File: config.mk
export PLATFORM = sky130hd
export DESIGN_NAME = lfsr_rng_stream
export DESIGN_NICKNAME = d
export VERILOG_FILES = /design/src/rtl/qc_rng_pkg.sv /design/src/rtl/lfsr_step.sv /design/src/rtl/lfsr_rng_stream.sv
export SDC_FILE = /design/constraint.sdc
export NUM_CORES = 1
export LEC_CHECK = 0
export CAP_MARGIN = 20
export CORE_MARGIN = 2
export CORE_UTILIZATION = 44
export CTS_BUF_LIST = sky130_fd_sc_hd__clkbuf_4 sky130_fd_sc_hd__clkbuf_8 sky130_fd_sc_hd__clkbuf_16
export CTS_CLUSTER_SIZE = 28
export DETAILED_ROUTE_END_ITERATION = 12
export PLACE_DENSITY = 0.74
export SLEW_MARGIN = 0
export SYNTH_ARGS = -nofsm -noshare
export SYNTH_HDL_FRONTEND = slang
export SYNTH_SLANG_ARGS = --single-unit
File: constraint.sdc
create_clock -name clk -period 2.75 [get_ports clk]
set_clock_uncertainty 0.15 [all_clocks]
set_input_delay 0.275 -clock clk [delete_from_list [all_inputs] [get_ports clk]]
set_output_delay 0.275 -clock clk [all_outputs]
set_load 0.02 [all_outputs]
File: src/rtl/qc_rng_pkg.sv
// Shared constants and types for the quantum-controller random source.
package qc_rng_pkg;

    localparam int unsigned Q_FRAC_W        = 16;
    localparam logic [31:0] Q_ONE           = 32'h0001_0000;
    localparam logic [31:0] QC_DEFAULT_TAPS = 32'h8020_0003;
    localparam logic [31:0] QC_DEFAULT_SEED = 32'hDEAD_BEEF;
    localparam int unsigned WARM_W          = 16;

    typedef enum logic {
        ST_WARMUP = 1'b0,
        ST_RUN    = 1'b1
    } rng_state_e;

endpackage

File: src/rtl/lfsr_step.sv
// One Fibonacci LFSR step: feedback is the XOR of tapped bits, shifted in at bit 0.
module lfsr_step #(
    parameter int unsigned         LFSR_W = 32,
    parameter logic [LFSR_W-1:0]   TAPS   = LFSR_W'(32'h8020_0003)
) (
    input  logic [LFSR_W-1:0] state,
    output logic [LFSR_W-1:0] next_c
);

    logic fb;

    always_comb begin
        fb     = ^(state & TAPS);
        next_c = {state[LFSR_W-2:0], fb};
    end

endmodule

File: src/rtl/lfsr_rng_stream.sv
// Seedable LFSR sample stream with valid/ready output and a registered measurement outcome.
module lfsr_rng_stream
    import qc_rng_pkg::*;
#(
    parameter int unsigned       LFSR_W       = 32,
    parameter logic [LFSR_W-1:0] TAPS         = LFSR_W'(QC_DEFAULT_TAPS),
    parameter logic [LFSR_W-1:0] DEFAULT_SEED = LFSR_W'(QC_DEFAULT_SEED),
    parameter int unsigned       FRAC_W       = 16,
    parameter int unsigned       WARMUP       = 0
) (
    input  logic              clk,
    input  logic              reset,
    input  logic              enable,
    input  logic              seed_load,
    input  logic [LFSR_W-1:0] seed_in,
    input  logic [31:0]       prob_q,
    output logic              rnd_valid,
    input  logic              rnd_ready,
    output logic [31:0]       rnd_out,
    output logic              meas_bit,
    output logic              busy,
    output logic [31:0]       sample_cnt
);

    // Fraction bits actually available when the LFSR is narrower than FRAC_W.
    localparam int unsigned FW          = (FRAC_W < LFSR_W) ? FRAC_W : LFSR_W;
    localparam rng_state_e  INIT_FSM    = (WARMUP > 0) ? ST_WARMUP : ST_RUN;
    localparam logic        INIT_BUSY   = (WARMUP > 0);
    localparam logic [WARM_W-1:0] INIT_WARM = WARM_W'(WARMUP);

    rng_state_e        fsm;
    logic [LFSR_W-1:0] state;
    logic [LFSR_W-1:0] next_c;
    logic [WARM_W-1:0] warm_cnt;
    logic [15:0]       frac_c;
    logic              meas_c;
    logic              produce_c;
    logic              accept_c;
    logic              state_zero_c;

    lfsr_step #(
        .LFSR_W (LFSR_W),
        .TAPS   (TAPS)
    ) u_step (
        .state  (state),
        .next_c (next_c)
    );

    // Sample formatting and handshake qualifiers.
    always_comb begin
        frac_c       = 16'(next_c[FW-1:0]) << (Q_FRAC_W - FW);
        meas_c       = !prob_q[31] && ((prob_q >= Q_ONE) || ({16'd0, frac_c} < prob_q));
        accept_c     = rnd_valid && rnd_ready;
        produce_c    = enable && (!rnd_valid || rnd_ready);
        state_zero_c = (state == '0);
    end

    always_ff @(posedge clk or posedge reset) begin
        if (reset) begin
            state      <= DEFAULT_SEED;
            fsm        <= INIT_FSM;
            busy       <= INIT_BUSY;
            warm_cnt   <= INIT_WARM;
            rnd_valid  <= 1'b0;
            rnd_out    <= 32'd0;
            meas_bit   <= 1'b0;
            sample_cnt <= 32'd0;
        end else if (seed_load) begin
            // Pending sample is dropped and deliberately not counted.
            state     <= (seed_in == '0) ? DEFAULT_SEED : seed_in;
            fsm       <= INIT_FSM;
            busy      <= INIT_BUSY;
            warm_cnt  <= INIT_WARM;
            rnd_valid <= 1'b0;
        end else begin
            if (accept_c) begin
                sample_cnt <= sample_cnt + 32'd1;
            end
            if (state_zero_c) begin
                state <= DEFAULT_SEED;
                if (accept_c) begin
                    rnd_valid <= 1'b0;
                end
            end else begin
                case (fsm)
                    ST_WARMUP: begin
                        state <= next_c;
                        if (warm_cnt <= WARM_W'(1)) begin
                            fsm  <= ST_RUN;
                            busy <= 1'b0;
                        end else begin
                            warm_cnt <= warm_cnt - WARM_W'(1);
                        end
                    end
                    ST_RUN: begin
                        if (produce_c) begin
                            state     <= next_c;
                            rnd_out   <= {16'd0, frac_c};
                            meas_bit  <= meas_c;
                            rnd_valid <= 1'b1;
                        end else if (accept_c) begin
                            rnd_valid <= 1'b0;
                        end
                    end
                    default: begin
                        fsm <= ST_RUN;
                    end
                endcase
            end
        end
    end

endmodule

==> impl_results.md, run 1 <==
* Slew of the pin with the lowest slew margin at 0.491 ns
* Ports at 136
* Normalized max-slew margin at 66.9%
* Post-Synth Adder-Cell Area at 4.59%
* Xor/xnor share of the synthesized area at 5.70%
* Post-CTS Resized at 0
* Share of layout cells above drive strength 1 at 12.8%
* Setup TNS at 0 ns
* Drt drc at 0
* R2R Setup Slk at 0.28 ns
* LEAKAGE at 0.00289 uW
* RSZ-0062 raised after global routing: false
* Worst Setup End Kind: flop
* Post-Syn Area at 5180 um2
* Die W at 113 um
* Number of port buffers at 118
* Total CTS buffers at 9
* Post-synth EDFFs at 0
* Most common cell after layout, fill and taps aside: clkdlybuf4s50_1
* Final Hold Fails at 0
* Post-synthesis sequential area ratio at 48.4%
* Nets at 714
* WL/cell at 16.3 um
* Synth area leaders: dfrtp_1, dfstp_2, a21oi_1
* FFs w/ async S/R, synth at 100%
* F_max at 404 MHz
* Worst Path Buf+Inv at 1
* Pre-CTS WS at 0.324 ns
* Max cap viols at 0
* Synth top area share at 35.7%
* Met1 track demand over resource at 28.7%
* Count of pins over their slew limit at 0
* CP arrival at 2.55 ns
* PnR worst setup slack at 0.276 ns
* Yosys reg bits at 99
* Most frequent cells in the layout: clkdlybuf4s50_1, dfrtp_1, nor2_1, a21oi_1, dfstp_2
* Worst Path Max Fanout at 20
* Synth Area in Simple Gates at 17.0%
* Crit path required time at 2.83 ns
* GPL Wtd Cong at 0.905
* Final instance area at 6830 um2
* Final worst-path cycle share at 90.0%
* Layout Cells excl Fill at 774
* Initial antenna violation count at 0
* Vias at 4360
* Cell chain of the critical path: nor4_1 > nand4_1 > o2111ai_2 > buf_4 > mux2_2
* PwrDens at 598 nW/um2
* Count of final setup violators at 0
* Via-to-Cell Ratio at 5.63
* VDD IR max at 0.000476 V
* Worst Setup Path Type: reg -> reg
* Worst path max stage delay at 0.46 ns
* Synth Area in Compound Gates at 12.4%
* Post-DRT Antenna Nets at 0
* Clock Pin Slew Worst Setup and Hold Paths at 0.07 ns
* Placed wire-length estimate at 9090 um
* Yosys warnings at 0
* Most Crowded Layer GR: met2
* Die area at 12700 um2
* Placed cell count at 758
* GRT Total Usage at 20.3%
* Clk Latency, worst-skew pair at 0.35 ns
* Syn-to-layout area delta at 31.8%
* Mapped Cells at 508
* Hold_buf cts at 0
* Worst R2R Start: state[8]$_DFFE_PP0P_
* Top delay family on crit path: simple AND/OR/NAND/NOR gates
* Reg-to-Reg End: rnd_out[13]$_DFFE_PP0P_
* Initial core utilization at 45.2%
* DRT iter0 DRCs at 334
* Slowest CP cell: nor4_1
* Cell taking the most area after synthesis: dfrtp_1
* Core Footprint at 11500 um2
* Pin count of the biggest net entering global routing at 68
* Overflow after GRT at 0
* Root buf cell: clkbuf_16
* Multiplexer area fraction after synthesis at 5.87%
* FP Rows at 39
* Synth Flop Type: dfrtp_1
* Routed WL at 12600 um
* Antenna cell count at 0
* Synth Area per Inst at 10.2 um2
* Worst reg2reg path depth at 5
* Largest family of logic cells by synthesized area: simple AND/OR/NAND/NOR gates
* Postcts setup bufs at 0
* Die height at 113 um
* CTS tree: yes
* Layout fillers at 928
* Netlist cell types at 51
* CTS Sinks at 99
* Vias in the first global route at 4270
* CP startpoint kind: flop
* Dpl cell area at 6500 um2
* Outcome: finished, final reports clean
* HP Class: in -> async
* 1st-pass router iterations at 5
* CTS max path bufs at 2
* Global-route wire length before repair at 21100 um
* H-tree depth at 3
* Tmin final at 2.47 ns
* Met2 Usage GRT at 32.6%
* Met3 track demand over resource at 2.48%
[metal layers]
layer  vias up  wire, um
met1      2134      5740
met2       144      6110
met4         0       178
met3        14       588
li1       2068         -
met5         -         0
[state kept, by name (all words and copies together), names as in the netlist]
| register | cells |
|---|---|
| fsm | 1 |
| meas_bit | 1 |
| rnd_out | 16 |
| rnd_valid | 1 |
| sample_cnt | 32 |
| state | 32 |
| warm_cnt | 16 |
[synthesized netlist by cell type (3+ instances only)]
cell and instances:
xor2_1 7, o31ai_1 10, dfrtp_1 74, nor4_1 22
nor2b_1 5, a21oi_1 48, mux2_2 19, buf_2 6
nand4_1 17, buf_1 3, dfstp_2 25, and4_1 5
buf_4 17, or3_1 10, nand2b_1 3, nor2_1 48
mux2i_1 9, ha_1 19, nor3_1 4, clkbuf_1 12
o21ai_0 9, or4_1 9, o22ai_1 22, inv_1 24
nand2_1 14, nand3_1 14, xnor2_1 24
[area by class of cell]
class                           count  area [um2]  share of cell area (%)
Clock buffer                       11         240                    3.52
Clock inverter                      5        85.1                    1.25
Inverter                           24        93.8                    1.37
Multi-Input combinational cell    363        2430                    35.6
Sequential cell                    99        2510                    36.7
Tap cell                          143         179                    2.62
Timing Repair Buffer              129        1290                    18.9
[worst register-to-register path, delay by kind of cell (launching register included)]
kind	cells	cell delay [ns]
flip-flops	1	0.45
multiplexers	1	0.39
AO/OA/AOI/OAI	1	0.27
buffers and inverters	1	0.30
AND/OR/NAND/NOR	2	0.80
[cells by family after synthesis]
kind of cell,count (synthesis)
and+or+nand+nor,161
AOI/OAI and AO/OA,106
DFF,99
buffers and inverters,62
xor gates and xnor gates,32
muxes,28
adders and majority gates,19
other,1
[per-stage QoR]
step / power, uW / hold WS, ns / util, %
2_1_floorplan: 2300 / 0.298 / -
3_3_place_gp: 2700 / 0.308 / 56.7
3_5_place_dp: 2730 / 0.321 / 56.7
4_1_cts: 4110 / 0.243 / 59.6
5_1_grt: 4270 / 0.270 / 59.6
6_report: 4090 / 0.236 / 59.6
[worst max-delay path by stage]
stage                                     to  cells after the start               startpoint  slack (ns)
global route        warm_cnt[14]$_DFFE_PP0P_                      7  warm_cnt[0]$_DFFE_PP0P_        0.17
floorplan            warm_cnt[5]$_DFFE_PP0P_                      8     state[0]$_DFFE_PP1P_        0.52
CTS                  rnd_out[11]$_DFFE_PP0P_                      5     state[8]$_DFFE_PP0P_        0.30
finish               rnd_out[13]$_DFFE_PP0P_                      5     state[8]$_DFFE_PP0P_        0.28
detailed placement   warm_cnt[5]$_DFFE_PP0P_                      8     state[0]$_DFFE_PP1P_        0.32
global placement     warm_cnt[5]$_DFFE_PP0P_                      8     state[0]$_DFFE_PP1P_        0.41
[power by group]
part / leakage (uW) / switching (uW) / internal, uW / total (uW)
Sequential: 0.00121 / 166 / 1660 / 1820
Combinational: 0.00152 / 426 / 455 / 881
Clock: 0.000157 / 561 / 823 / 1380
Note: power is estimated with default switching activity, not from simulation.
==> run 2: changes to the inputs <==
==> constraint.sdc (replaced) <==
create_clock -name clk -period 2.75 [get_ports clk]
set_clock_uncertainty 0.15 [all_clocks]
set_input_delay 0.55 -clock clk [delete_from_list [all_inputs] [get_ports clk]]
set_output_delay 0.55 -clock clk [all_outputs]
set_load 0.02 [all_outputs]
==> run 2 against run 1 <==
  * Combinational power grew 0.9%
  * Clock-buffer cell count is the same
  * Highest routed layer unchanged
  * Total power shrank 3.2%
  * Sequential cell count is the same
  * Global-route usage shrank 0.094 points
  * Sequential share of layout area shrank 0.11 points
  * Cell area grew 0.31%
==> impl_results.md, run 2 (synthesis gave the netlist of run 1 again) <==
* Max cap viols at 0
* Normalized max-slew margin at 55.4%
* Postcts setup bufs at 0
* Most common cell after layout, fill and taps aside: clkdlybuf4s50_1
* Initial antenna violation count at 0
* Worst Path Max Fanout at 7
* Layout fillers at 954
* Die area at 12700 um2
* Die W at 113 um
* Share of layout cells above drive strength 1 at 13.0%
* Die height at 113 um
* VDD IR max at 0.000303 V
* H-tree depth at 3
* Final instance area at 6850 um2
* F_max at 409 MHz
* CTS tree: yes
* Drt drc at 0
* Layout Cells excl Fill at 776
* Placed wire-length estimate at 9410 um
* Worst Setup Path Type: reg -> reg
* DRT iter0 DRCs at 267
* Worst Setup End Kind: flop
* Number of port buffers at 118
* Count of final setup violators at 0
* Count of pins over their slew limit at 0
* Slew of the pin with the lowest slew margin at 0.668 ns
* Root buf cell: clkbuf_16
* HP Class: reg -> reg
* 1st-pass router iterations at 4
* Initial core utilization at 45.2%
* Seq pwr share at 46.2%
* PnR worst setup slack at 0.302 ns
* Overflow after GRT at 0
* Placed cell count at 760
* Tmin final at 2.45 ns
* Total CTS buffers at 9
* Clk pwr share at 31.3%
* Core Footprint at 11500 um2
* Clock Pin Slew Worst Setup and Hold Paths at 0.07 ns
* Post-Route Utilization at 59.7%
* Vias in the first global route at 4291
* RSZ-0062 raised after global routing: false
* Syn-to-layout area delta at 32.2%
* Post-DRT Antenna Nets at 0
* CP startpoint kind: flop
* CP arrival at 2.52 ns
* Clk Latency, worst-skew pair at 0.34 ns
* Vias at 4321
* GPL Wtd Cong at 0.858
* Routed WL at 12500 um
* CTS max path bufs at 2
* Logic gate share of total power at 22.5%
* Via-to-Cell Ratio at 5.57
* Pre-CTS WS at -0.0152 ns
* Top flop regs: sample_cnt x32, state x32
* Sw Pwr at 1120 uW
* Most frequent cells in the layout: clkdlybuf4s50_1, dfrtp_1, nor2_1, a21oi_1, dfstp_2
* PwrDens at 577 nW/um2
* Antenna cell count at 0
* Outcome: finished, final reports clean
* CTS Sinks at 99
* Nets at 716
* Post-CTS Resized at 0
* FP Rows at 39
* Pin count of the biggest net entering global routing at 65
* Final Hold Fails at 0
* GRT Total Usage at 20.2%
* Dpl cell area at 6560 um2
* Global-route wire length before repair at 20900 um
* Power, Total at 3960 uW
* Switching share of total power at 28.3%
* WL/cell at 16.1 um
* Final worst-path cycle share at 89.0%
* Int Power at 2840 uW
* LEAKAGE at 0.00290 uW
* Crit path required time at 2.83 ns
* Hold_buf cts at 0
* Ports at 136
## run 2: layout make-up
type	instances	area, um2	area share [%]
Clock buffer	11	240	3.51
Inverter	24	93.8	1.37
Tap cell	143	179	2.61
Timing Repair Buffer	131	1340	19.6
Multi-Input combinational cell	363	2430	35.5
Clock inverter	5	53.8	0.785
Sequential cell	99	2510	36.6
## run 2: stage by stage
stage               hold slack (ns)  setup TNS, ns
floorplan                     0.338              0
global placement              0.312              0
detailed placement            0.313        -0.0152
CTS                           0.328              0
global route                  0.352              0
finish                        0.317              0
## run 2: worst paths after layout
check | depth (start not counted) | to | start | slack (ns)
max | 7 | warm_cnt[14]$_DFFE_PP0P_ | warm_cnt[0]$_DFFE_PP0P_ | 0.30
min reg2reg | 1 | sample_cnt[31]$_DFFE_PP0P_ | sample_cnt[31]$_DFFE_PP0P_ | 0.32
min in group asynchronous | 2 | state[24]$_DFFE_PP0P_ | reset | 0.51
max in group asynchronous | 3 | state[11]$_DFFE_PP1P_ | reset | 1.34
min | 1 | sample_cnt[31]$_DFFE_PP0P_ | sample_cnt[31]$_DFFE_PP0P_ | 0.32
max reg2reg | 7 | warm_cnt[14]$_DFFE_PP0P_ | warm_cnt[0]$_DFFE_PP0P_ | 0.30
## run 2: critical path, cell delays in order (launching register included)
cell and delay [ns]:
dfrtp_1 0.43, inv_1 0.09, ha_1 0.20, or3b_2 0.50
nor3_1 0.22, o21ai_2 0.16, nor4_1 0.23, mux2_2 0.37
## run 2: power by group through the flow
stage          sequential (uW)  combinational (uW)  clock, uW
5_1_grt                   1850                 963       1330
3_5_place_dp              1850                 895          0
6_report                  1830                 889       1240
4_1_cts                   1830                 898       1260
2_1_floorplan             1910                 386          0
3_3_place_gp              1840                 863          0
## run 2: per-layer routing
layer / track usage (%) / up-vias / wire (um)
met5: 0 / - / 0
met4: 7.72 / 0 / 207
met3: 2.32 / 14 / 534
met2: 33.3 / 133 / 6190
met1: 27.6 / 2098 / 5550
li1: - / 2076 / -
